--- src/rtl/writeback_queue_if.sv ---
`default_nettype none
// +--------------------------------------------------------------------+
// | writeback_queue_if: execute push, register-file write, hazard query |
// | Revision: 1.0                                                       |
// +--------------------------------------------------------------------+
interface writeback_queue_if #(
  parameter int DATA_WIDTH     = 64,
  parameter int REG_ADDR_WIDTH = 5,
  parameter int DEPTH          = 4
);
  logic                       ex_valid;
  logic                       ex_ready;
  logic [REG_ADDR_WIDTH-1:0]  ex_dest;
  logic [DATA_WIDTH-1:0]      ex_result;
  logic                       wb_stall;
  logic                       wr_en;
  logic [REG_ADDR_WIDTH-1:0]  wr_dest;
  logic [DATA_WIDTH-1:0]      wr_data;
  logic [REG_ADDR_WIDTH-1:0]  dec_rs1;
  logic [REG_ADDR_WIDTH-1:0]  dec_rs2;
  logic                       rs1_pending;
  logic                       rs2_pending;
  logic [$clog2(DEPTH):0]     count;

  modport master (
    output ex_valid, ex_dest, ex_result, wb_stall, dec_rs1, dec_rs2,
    input  ex_ready, wr_en, wr_dest, wr_data, rs1_pending, rs2_pending, count
  );

  modport slave (
    input  ex_valid, ex_dest, ex_result, wb_stall, dec_rs1, dec_rs2,
    output ex_ready, wr_en, wr_dest, wr_data, rs1_pending, rs2_pending, count
  );
endinterface
`default_nettype wire

--- src/rtl/writeback_queue.sv ---
`default_nettype none
// +--------------------------------------------------------------------+
// | writeback_queue: in-order retire buffer feeding the RF write port   |
// | Revision: 1.0                                                       |
// +--------------------------------------------------------------------+
module writeback_queue #(
  parameter int DATA_WIDTH     = 64,
  parameter int REG_ADDR_WIDTH = 5,
  parameter int DEPTH          = 4
) (
  input  wire logic          clk,
  input  wire logic          reset,
  writeback_queue_if.slave   bus
);
  localparam int PW = $clog2(DEPTH);
  localparam int CW = PW + 1;
  localparam logic [CW-1:0] C_FULL = CW'(DEPTH);

  logic [PW-1:0]             head_q, head_d;
  logic [PW-1:0]             tail_q, tail_d;
  logic [CW-1:0]             count_q, count_d;
  logic [DEPTH-1:0]          valid_q, valid_d;
  logic [REG_ADDR_WIDTH-1:0] dest_q [DEPTH];
  logic [DATA_WIDTH-1:0]     data_q [DEPTH];
  logic                      wr_en_q, wr_en_d;
  logic [REG_ADDR_WIDTH-1:0] wr_dest_q, wr_dest_d;
  logic [DATA_WIDTH-1:0]     wr_data_q, wr_data_d;

  logic w_ready;
  logic w_push;
  logic w_pop;
  logic w_rs1_hit;
  logic w_rs2_hit;

  // Readiness uses the current count only, so a same-cycle pop never frees a slot.
  assign w_ready = !reset && (count_q < C_FULL);
  assign w_push  = bus.ex_valid && w_ready && (bus.ex_dest != '0);
  assign w_pop   = (count_q != '0) && !bus.wb_stall;

  always_comb begin
    head_d    = head_q;
    tail_d    = tail_q;
    count_d   = count_q;
    valid_d   = valid_q;
    wr_en_d   = 1'b0;
    wr_dest_d = wr_dest_q;
    wr_data_d = wr_data_q;
    if (w_pop) begin
      wr_en_d         = 1'b1;
      wr_dest_d       = dest_q[head_q];
      wr_data_d       = data_q[head_q];
      valid_d[head_q] = 1'b0;
      head_d          = head_q + 1'b1;
    end
    if (w_push) begin
      valid_d[tail_q] = 1'b1;
      tail_d          = tail_q + 1'b1;
    end
    case ({w_push, w_pop})
      2'b10:   count_d = count_q + 1'b1;
      2'b01:   count_d = count_q - 1'b1;
      default: count_d = count_q;
    endcase
  end

  always_ff @(posedge clk) begin
    if (reset) begin
      head_q    <= '0;
      tail_q    <= '0;
      count_q   <= '0;
      valid_q   <= '0;
      wr_en_q   <= 1'b0;
      wr_dest_q <= '0;
      wr_data_q <= '0;
    end else begin
      head_q    <= head_d;
      tail_q    <= tail_d;
      count_q   <= count_d;
      valid_q   <= valid_d;
      wr_en_q   <= wr_en_d;
      wr_dest_q <= wr_dest_d;
      wr_data_q <= wr_data_d;
    end
  end

  always_ff @(posedge clk) begin
    if (w_push) begin
      dest_q[tail_q] <= bus.ex_dest;
      data_q[tail_q] <= bus.ex_result;
    end
  end

  // A destination stays pending until its write strobe has been presented to the RF.
  always_comb begin
    w_rs1_hit = wr_en_q && (wr_dest_q == bus.dec_rs1);
    w_rs2_hit = wr_en_q && (wr_dest_q == bus.dec_rs2);
    for (int i = 0; i < DEPTH; i++) begin
      if (valid_q[i] && (dest_q[i] == bus.dec_rs1)) w_rs1_hit = 1'b1;
      if (valid_q[i] && (dest_q[i] == bus.dec_rs2)) w_rs2_hit = 1'b1;
    end
  end

  assign bus.ex_ready    = w_ready;
  assign bus.wr_en       = wr_en_q;
  assign bus.wr_dest     = wr_dest_q;
  assign bus.wr_data     = wr_data_q;
  assign bus.count       = count_q;
  assign bus.rs1_pending = !reset && (bus.dec_rs1 != '0) && w_rs1_hit;
  assign bus.rs2_pending = !reset && (bus.dec_rs2 != '0) && w_rs2_hit;
endmodule
`default_nettype wire

--- src/flat_wrapper.sv ---
// flat-port wrapper written by rule: the top's interface ports become plain ports
module writeback_queue_flat 
#(
  parameter int DATA_WIDTH     = 64,
  parameter int REG_ADDR_WIDTH = 5,
  parameter int DEPTH          = 4
)
  (clk, reset, bus_ex_valid, bus_ex_dest, bus_ex_result, bus_wb_stall, bus_dec_rs1, bus_dec_rs2, bus_ex_ready, bus_wr_en, bus_wr_dest, bus_wr_data, bus_rs1_pending, bus_rs2_pending, bus_count);
  writeback_queue_if #(.DATA_WIDTH(DATA_WIDTH), .REG_ADDR_WIDTH(REG_ADDR_WIDTH), .DEPTH(DEPTH)) bus_i ();
  input  wire logic clk;
  input  wire logic reset;
  input wire logic [$bits(bus_i.ex_valid)-1:0] bus_ex_valid;
  input wire logic [$bits(bus_i.ex_dest)-1:0] bus_ex_dest;
  input wire logic [$bits(bus_i.ex_result)-1:0] bus_ex_result;
  input wire logic [$bits(bus_i.wb_stall)-1:0] bus_wb_stall;
  input wire logic [$bits(bus_i.dec_rs1)-1:0] bus_dec_rs1;
  input wire logic [$bits(bus_i.dec_rs2)-1:0] bus_dec_rs2;
  output wire logic [$bits(bus_i.ex_ready)-1:0] bus_ex_ready;
  output wire logic [$bits(bus_i.wr_en)-1:0] bus_wr_en;
  output wire logic [$bits(bus_i.wr_dest)-1:0] bus_wr_dest;
  output wire logic [$bits(bus_i.wr_data)-1:0] bus_wr_data;
  output wire logic [$bits(bus_i.rs1_pending)-1:0] bus_rs1_pending;
  output wire logic [$bits(bus_i.rs2_pending)-1:0] bus_rs2_pending;
  output wire logic [$bits(bus_i.count)-1:0] bus_count;
  assign bus_i.ex_valid = bus_ex_valid;
  assign bus_i.ex_dest = bus_ex_dest;
  assign bus_i.ex_result = bus_ex_result;
  assign bus_i.wb_stall = bus_wb_stall;
  assign bus_i.dec_rs1 = bus_dec_rs1;
  assign bus_i.dec_rs2 = bus_dec_rs2;
  assign bus_ex_ready = bus_i.ex_ready;
  assign bus_wr_en = bus_i.wr_en;
  assign bus_wr_dest = bus_i.wr_dest;
  assign bus_wr_data = bus_i.wr_data;
  assign bus_rs1_pending = bus_i.rs1_pending;
  assign bus_rs2_pending = bus_i.rs2_pending;
  assign bus_count = bus_i.count;
  writeback_queue #(.DATA_WIDTH(DATA_WIDTH), .REG_ADDR_WIDTH(REG_ADDR_WIDTH), .DEPTH(DEPTH)) u_core (.clk(clk), .reset(reset), .bus(bus_i));
endmodule
--- config.mk ---
export PLATFORM = sky130hd
export DESIGN_NAME = writeback_queue_flat
export DESIGN_NICKNAME = d
export VERILOG_FILES = /design/src/rtl/writeback_queue_if.sv /design/src/rtl/writeback_queue.sv /design/src/flat_wrapper.sv
export SDC_FILE = /design/constraint.sdc
export NUM_CORES = 1
export LEC_CHECK = 0
export ABC_AREA = 1
export CAP_MARGIN = 40
export CELL_PAD_IN_SITES_DETAIL_PLACEMENT = 1
export CELL_PAD_IN_SITES_GLOBAL_PLACEMENT = 1
export CORE_ASPECT_RATIO = 0.8
export CORE_MARGIN = 1.5
export CORE_UTILIZATION = 40
export DETAILED_ROUTE_END_ITERATION = 10
export GPL_TIMING_DRIVEN = 0
export MAX_ROUTING_LAYER = met4
export PLACE_DENSITY_LB_ADDON = 0.1
export SYNTH_ARGS = -nofsm -noshare
export SYNTH_HDL_FRONTEND = slang
export SYNTH_SLANG_ARGS = --single-unit
--- constraint.sdc ---
create_clock -name clk -period 4.3 [get_ports clk]
set_clock_uncertainty 0.15 [all_clocks]
set_input_delay 0.645 -clock clk [delete_from_list [all_inputs] [get_ports clk]]
set_output_delay 0.645 -clock clk [all_outputs]
set_load 0.01 [all_outputs]
======== Yosys cells after proc, flatten, opt, wreduce, memory -nomap -nowiden ========
Memory sizes are Yosys's and may differ from the RTL's. A register that Yosys moved wholly into a read port is not among the register bits.
Index checks and enable logic that the tools add are counted.
cells by class
  muxes and demuxes ....................... 18
  eq/ne operators ......................... 12
  magnitude comparators ................... 5
  add/subtract/negate cells ............... 4
  reduce and logical (&&, ||, !) cells .... 27
  bitwise logic cells ..................... 3
operators with widths
  operator                                                                             number
  5-bit == test                                                                        10
  1-bit logical AND                                                                    20
  5-bit nonzero test                                                                   3
  1-bit two-way mux                                                                    13
  4-bit two-way mux                                                                    2
  2-bit by 3-bit less-than comparator with 1-bit output, second input constant         2
  3-bit one-hot mux with 2 select lines                                                1
  2-bit by 1-bit adder with 2-bit output, second input constant                        2
  4-bit bitwise AND                                                                    1
  1-bit demux with 2-bit select                                                        2
  2-bit by 1-bit greater-or-equal comparator with 1-bit output, second input constant  2
  4-bit NOT                                                                            1
  4-bit bitwise OR                                                                     1
  3-bit by 1-bit adder with 3-bit output, second input constant                        1
  3-bit less-than comparator, second input constant                                    1
  3-bit nonzero test                                                                   1
  3-bit by 1-bit subtractor with 3-bit output, second input constant                   1
  2-bit by 1-bit == test with 1-bit output, second input constant                      1
  2-bit == test, second input constant                                                 1
  1-bit logical NOT                                                                    2
  2-bit nonzero test                                                                   1
word-level totals
  bits in registers ....................... 12
  output and inout bits ................... 76
  memories ................................ 2
  bits of input ports ..................... 83
  logic and storage cells ................. 76
  memory bits (writable) .................. 276
memories
  name           depth  width  read ports  clocked after memory_dff  write ports  line                   source
  u_core.data_q  4      64     1           1                         1            writeback_queue.sv:24  logic [DATA_WIDTH-1:0] data_q [DEPTH];
  u_core.dest_q  4      5      5           1                         1            writeback_queue.sv:23  logic [REG_ADDR_WIDTH-1:0] dest_q [DEPTH];

======== Logic depth before layout (Yosys ltp) ========
  depth after elaboration ................. 9
  mapped depth ............................ 11
  gate-level depth less buffers ........... 10

======== Worst setup path after synthesis ========
Ideal clock, no wire load.
  kind .................................... input to register
  start point ............................. input port reset
  end point ............................... memory u_core.data_q[0][0] (enable)
  buffers on the path ..................... 1
  data arrival time ....................... 2632 ps
  library setup time ...................... 423 ps
  path slack .............................. 1095 ps
  stages on the path ...................... 6
  path through ............................ buf_2 -> nor3b_1 -> nand2_1 -> inv_1 -> nand2_1 -> inv_1
between the ends
  word-level cells in the longest chain between the ends .. 6
ends and longest elaborated chain
  element                                  line                   source
  from (decl)                              flat_wrapper.sv:11     input wire logic reset;
  1-bit logical NOT                        writeback_queue.sv:36  assign w_ready = !reset && (count_q < C_FULL);
  1-bit logical AND                        writeback_queue.sv:36
  1-bit logical AND (2 in series)          writeback_queue.sv:37  assign w_push = bus.ex_valid && w_ready && (bus.ex_dest != '0);
  1-bit two-way mux                        writeback_queue.sv:87  if (w_push) begin
  1-bit two-way mux (not written as such)  writeback_queue.sv:89  data_q[tail_q] <= bus.ex_result;
  to (decl)                                writeback_queue.sv:24
No other way between the ends.

======== Worst setup path after layout ========
  start point ............................. input port bus_dec_rs1[3]
  end point ............................... output port bus_rs1_pending
between the ends
  word-level cells in the longest chain between the ends .. 7
  elaborated cells between the ends (all ways) .. 17
  classes of those cells .................. eq/ne: 5; mux: 4; reduce/logical: 8
ends and longest elaborated chain
  element                                      line                                          source
  from (decl)                                  flat_wrapper.sv:16                            input wire logic [$bits(bus_i.dec_rs1)-1:0] bus_dec_rs1;
  5-bit == test, on equally long branches      writeback_queue.sv:95, writeback_queue.sv:98
  1-bit logical AND, on equally long branches  writeback_queue.sv:95, writeback_queue.sv:98
  1-bit two-way mux (4 in series)              writeback_queue.sv:98                         if (valid_q[i] && (dest_q[i] == bus.dec_rs1)) w_rs1_hit = 1'b1;
  1-bit logical AND *                          writeback_queue.sv:108                        assign bus.rs1_pending = !reset && (bus.dec_rs1 != '0) && w_rs1_hit;
  to (decl)                                    flat_wrapper.sv:22                            output wire logic [$bits(bus_i.rs1_pending)-1:0] bus_rs1_pending;
Every way passes the cells marked *; elsewhere a longest branch is shown, timed or not.

==> run metrics <==
r2r setup slk=1.86 ns; vias after detailed routing=10,096; top cell type's share of synthesized area=0.588; post_cts resized=0; Setup Viol. Count Final=0; largest net degree at the start of global routing=42; Commonest cells post-synth=nor2_1, edfxtp_1, o21ai_0, nand2_1, dfxtp_1; Startpoint Class=input port; Avg Synthesized Cell Area=11.3 sq um; Gate power share=0.292; Routed Antenna Nets=0; initial antenna violation count=2; Cell Rows=61; vias in the first global route=10,170; starting density of the core=0.406; synth warn=0; nets@finish=1,542; num ports=159; post-synth top area cell=edfxtp_1; core area=34,700 sq um; leakage=6.31 nW; min Tclk post-route=3.58 ns; # Post-CTS Setup Buffers=0; actual slew at the worst max-slew pin=0.686 ns; WP data required=3.50 ns; Peak VDD IR=0.298 mV; Fill cells=3,717; Layout Area Growth over Synthesis=24.9%; clk buf depth=3; Worst EP arrival=2.79 ns; clock transition at the registers of the reported paths=0.06 ns; Die ar.=36,400 sq um; WS Path Type=input port to output pin; H-tree levels=2; drt drc=0; count of cell types in the netlist=26; Max-cap violations=0; routed len/inst=21.1 um; CTS tree=yes; GRT Util Overall=0.234; cts hold-fix bufs=0; Synth async-reset ratio=0; max-slew violation count=0; total gr overflow=0; post-synthesis net count=1,344; GPL Wtd Cong=0.866; root buffer cell=clkbuf_16; WL final=41,200 um; initial DRC count=624; Final period util=0.833; synthesized area=14,100 sq um; Critical Path Fanout Max=8; DP Wirelength=26,800 um; RSZ-0062 raised after global routing=no; endpoint class of the critical path=output pin; P_sw=3.58 mW; Die W=213 um; Reg2Reg Depth=11; Top FF cell, synth=edfxtp_1; count leader, synth=nor2_1; Final Hold Fails=0; layout cells sized above 1=0.0845; Cells after Synth=1,251; CTS sink count=357; internal power=7.38 mW; #FFs+latches synth=357; Area after DPL=16,300 sq um; Via density=5.17; worst skew pair latency=0.54 ns; status=finished, final reports clean; CTS Buf Count=38; register area share after synthesis=0.703; main area contributors after synthesis=edfxtp_1, dfxtp_1, nor2_1; max_slew headroom=0.543; Clock power frac=0.303; router iterations before antenna repair=4; Port Buffers=154; Fmax achieved=0.279 GHz; hold path cells=2; Hold Path Class=input port to flop; Flop pwr share=0.404; global-route wire length before repair=61,200 um; Power Density=623 nW/um^2; Net Sw Frac=0.326; Final TNS setup=0 ns; design area=17,600 sq um; number of synthesized flops with an enable pin=276; Die H=171 um
## power by group through the flow
stage	logic [mW]	registers, mW	clock network (mW)
after floorplan	1.60	4.53	0
after global placement	3.13	4.51	0
after detailed placement	3.22	4.50	0
after CTS	3.25	4.43	3.38
after global routing	3.52	4.47	3.51
final	3.21	4.43	3.33
## critical path, cell delays in order
cell	delay (ns)
clkdlybuf4s50_1	0.70
inv_1	0.17
nand2_1	0.10
nand2_1	0.06
nor2_1	0.16
nand3_1	0.10
nand3_1	0.12
nor2_1	0.05
nor2_1	0.12
clkdlybuf4s50_1	0.56
## sequential cells by signal, indices dropped and copies added, names as in the netlist
register	count
u_core.tail_q	2
u_core.valid_q	4
u_core.bus.wr_data	64
u_core.dest_q	20
u_core.bus.wr_dest	5
u_core.bus.count	3
u_core.bus.wr_en	1
u_core.head_q	2
u_core.data_q	256
## final cells by class
cell class	count	area (sq um)	share of cell area
Buffer	74	460	0.0262
Multi-Input combinational cell	773	3550	0.202
Antenna cell	2	5.00	0.000284
Tap cell	472	591	0.0336
Inverter	47	186	0.0106
Sequential cell	357	9910	0.563
Timing Repair Buffer	158	1640	0.0934
Clock inverter	16	194	0.0110
Clock buffer	54	1060	0.0604
## cell usage in the layout, fill, tap and decap left out, types with 2 or more instances in the layout
cell type / n
clkinv_2: 6
clkbuf_16: 39
buf_2: 28
nand3_1: 12
o211ai_1: 2
ha_1: 9
edfxtp_1: 276
inv_1: 40
clkbuf_2: 10
buf_6: 16
inv_2: 3
clkinv_1: 4
o21ai_0: 178
a31oi_1: 69
nand2_1: 119
inv_4: 4
xor2_1: 6
bufinv_16: 4
clkdlybuf4s50_1: 154
a21oi_1: 19
buf_4: 4
clkbuf_8: 3
clkbuf_1: 22
buf_1: 6
nand4_1: 2
buf_16: 3
o21ai_1: 48
nor2_1: 304
dfxtp_1: 81
diode_2: 2
## per-stage QoR
step | setup slack, ns | cells | hold slack, ns | power, mW | util
after floorplan | 1.09 | 1251 | 0.299 | 6.13 | -
after global placement | -0.777 | 1877 | 0.322 | 7.64 | 0.467
after detailed placement | 0.685 | 1881 | 0.331 | 7.72 | 0.470
after CTS | 0.677 | 1951 | 0.259 | 11.1 | 0.507
after global routing | 0.566 | 1953 | 0.283 | 11.5 | 0.507
final | 0.720 | 1953 | 0.276 | 11.0 | 0.507
## final timing paths
path / start / end
worst min register to register: u_core.valid_q[2] / u_core.valid_q[2]
worst min-delay path: reset / u_core.bus.count[2]
worst max-delay path: bus_dec_rs1[3] / bus_rs1_pending
worst max register to register: u_core.bus.count[2] / u_core.bus.count[2]
## cell families after synthesis
kind of cell | count (synthesis) | synth area share
simple gates | 441 | 0.120
flops | 357 | 0.703
compound gates | 316 | 0.119
buf+inv | 121 | 0.0452
fa+ha+maj | 10 | 0.00941
xor+xnor | 6 | 0.00373
## per-layer routing
| metal | vias up | track usage | part of all wire |
|---|---|---|---|
| met5 | - | - | 0 |
| met4 | 0 | 0.0500 | 0.014 |
| met3 | 47 | 0.0351 | 0.042 |
| met2 | 220 | 0.374 | 0.47 |
| met1 | 5029 | 0.319 | 0.47 |
| li1 | 4800 | - | - |
No activity file was read; power rests on OpenSTA's default activity.
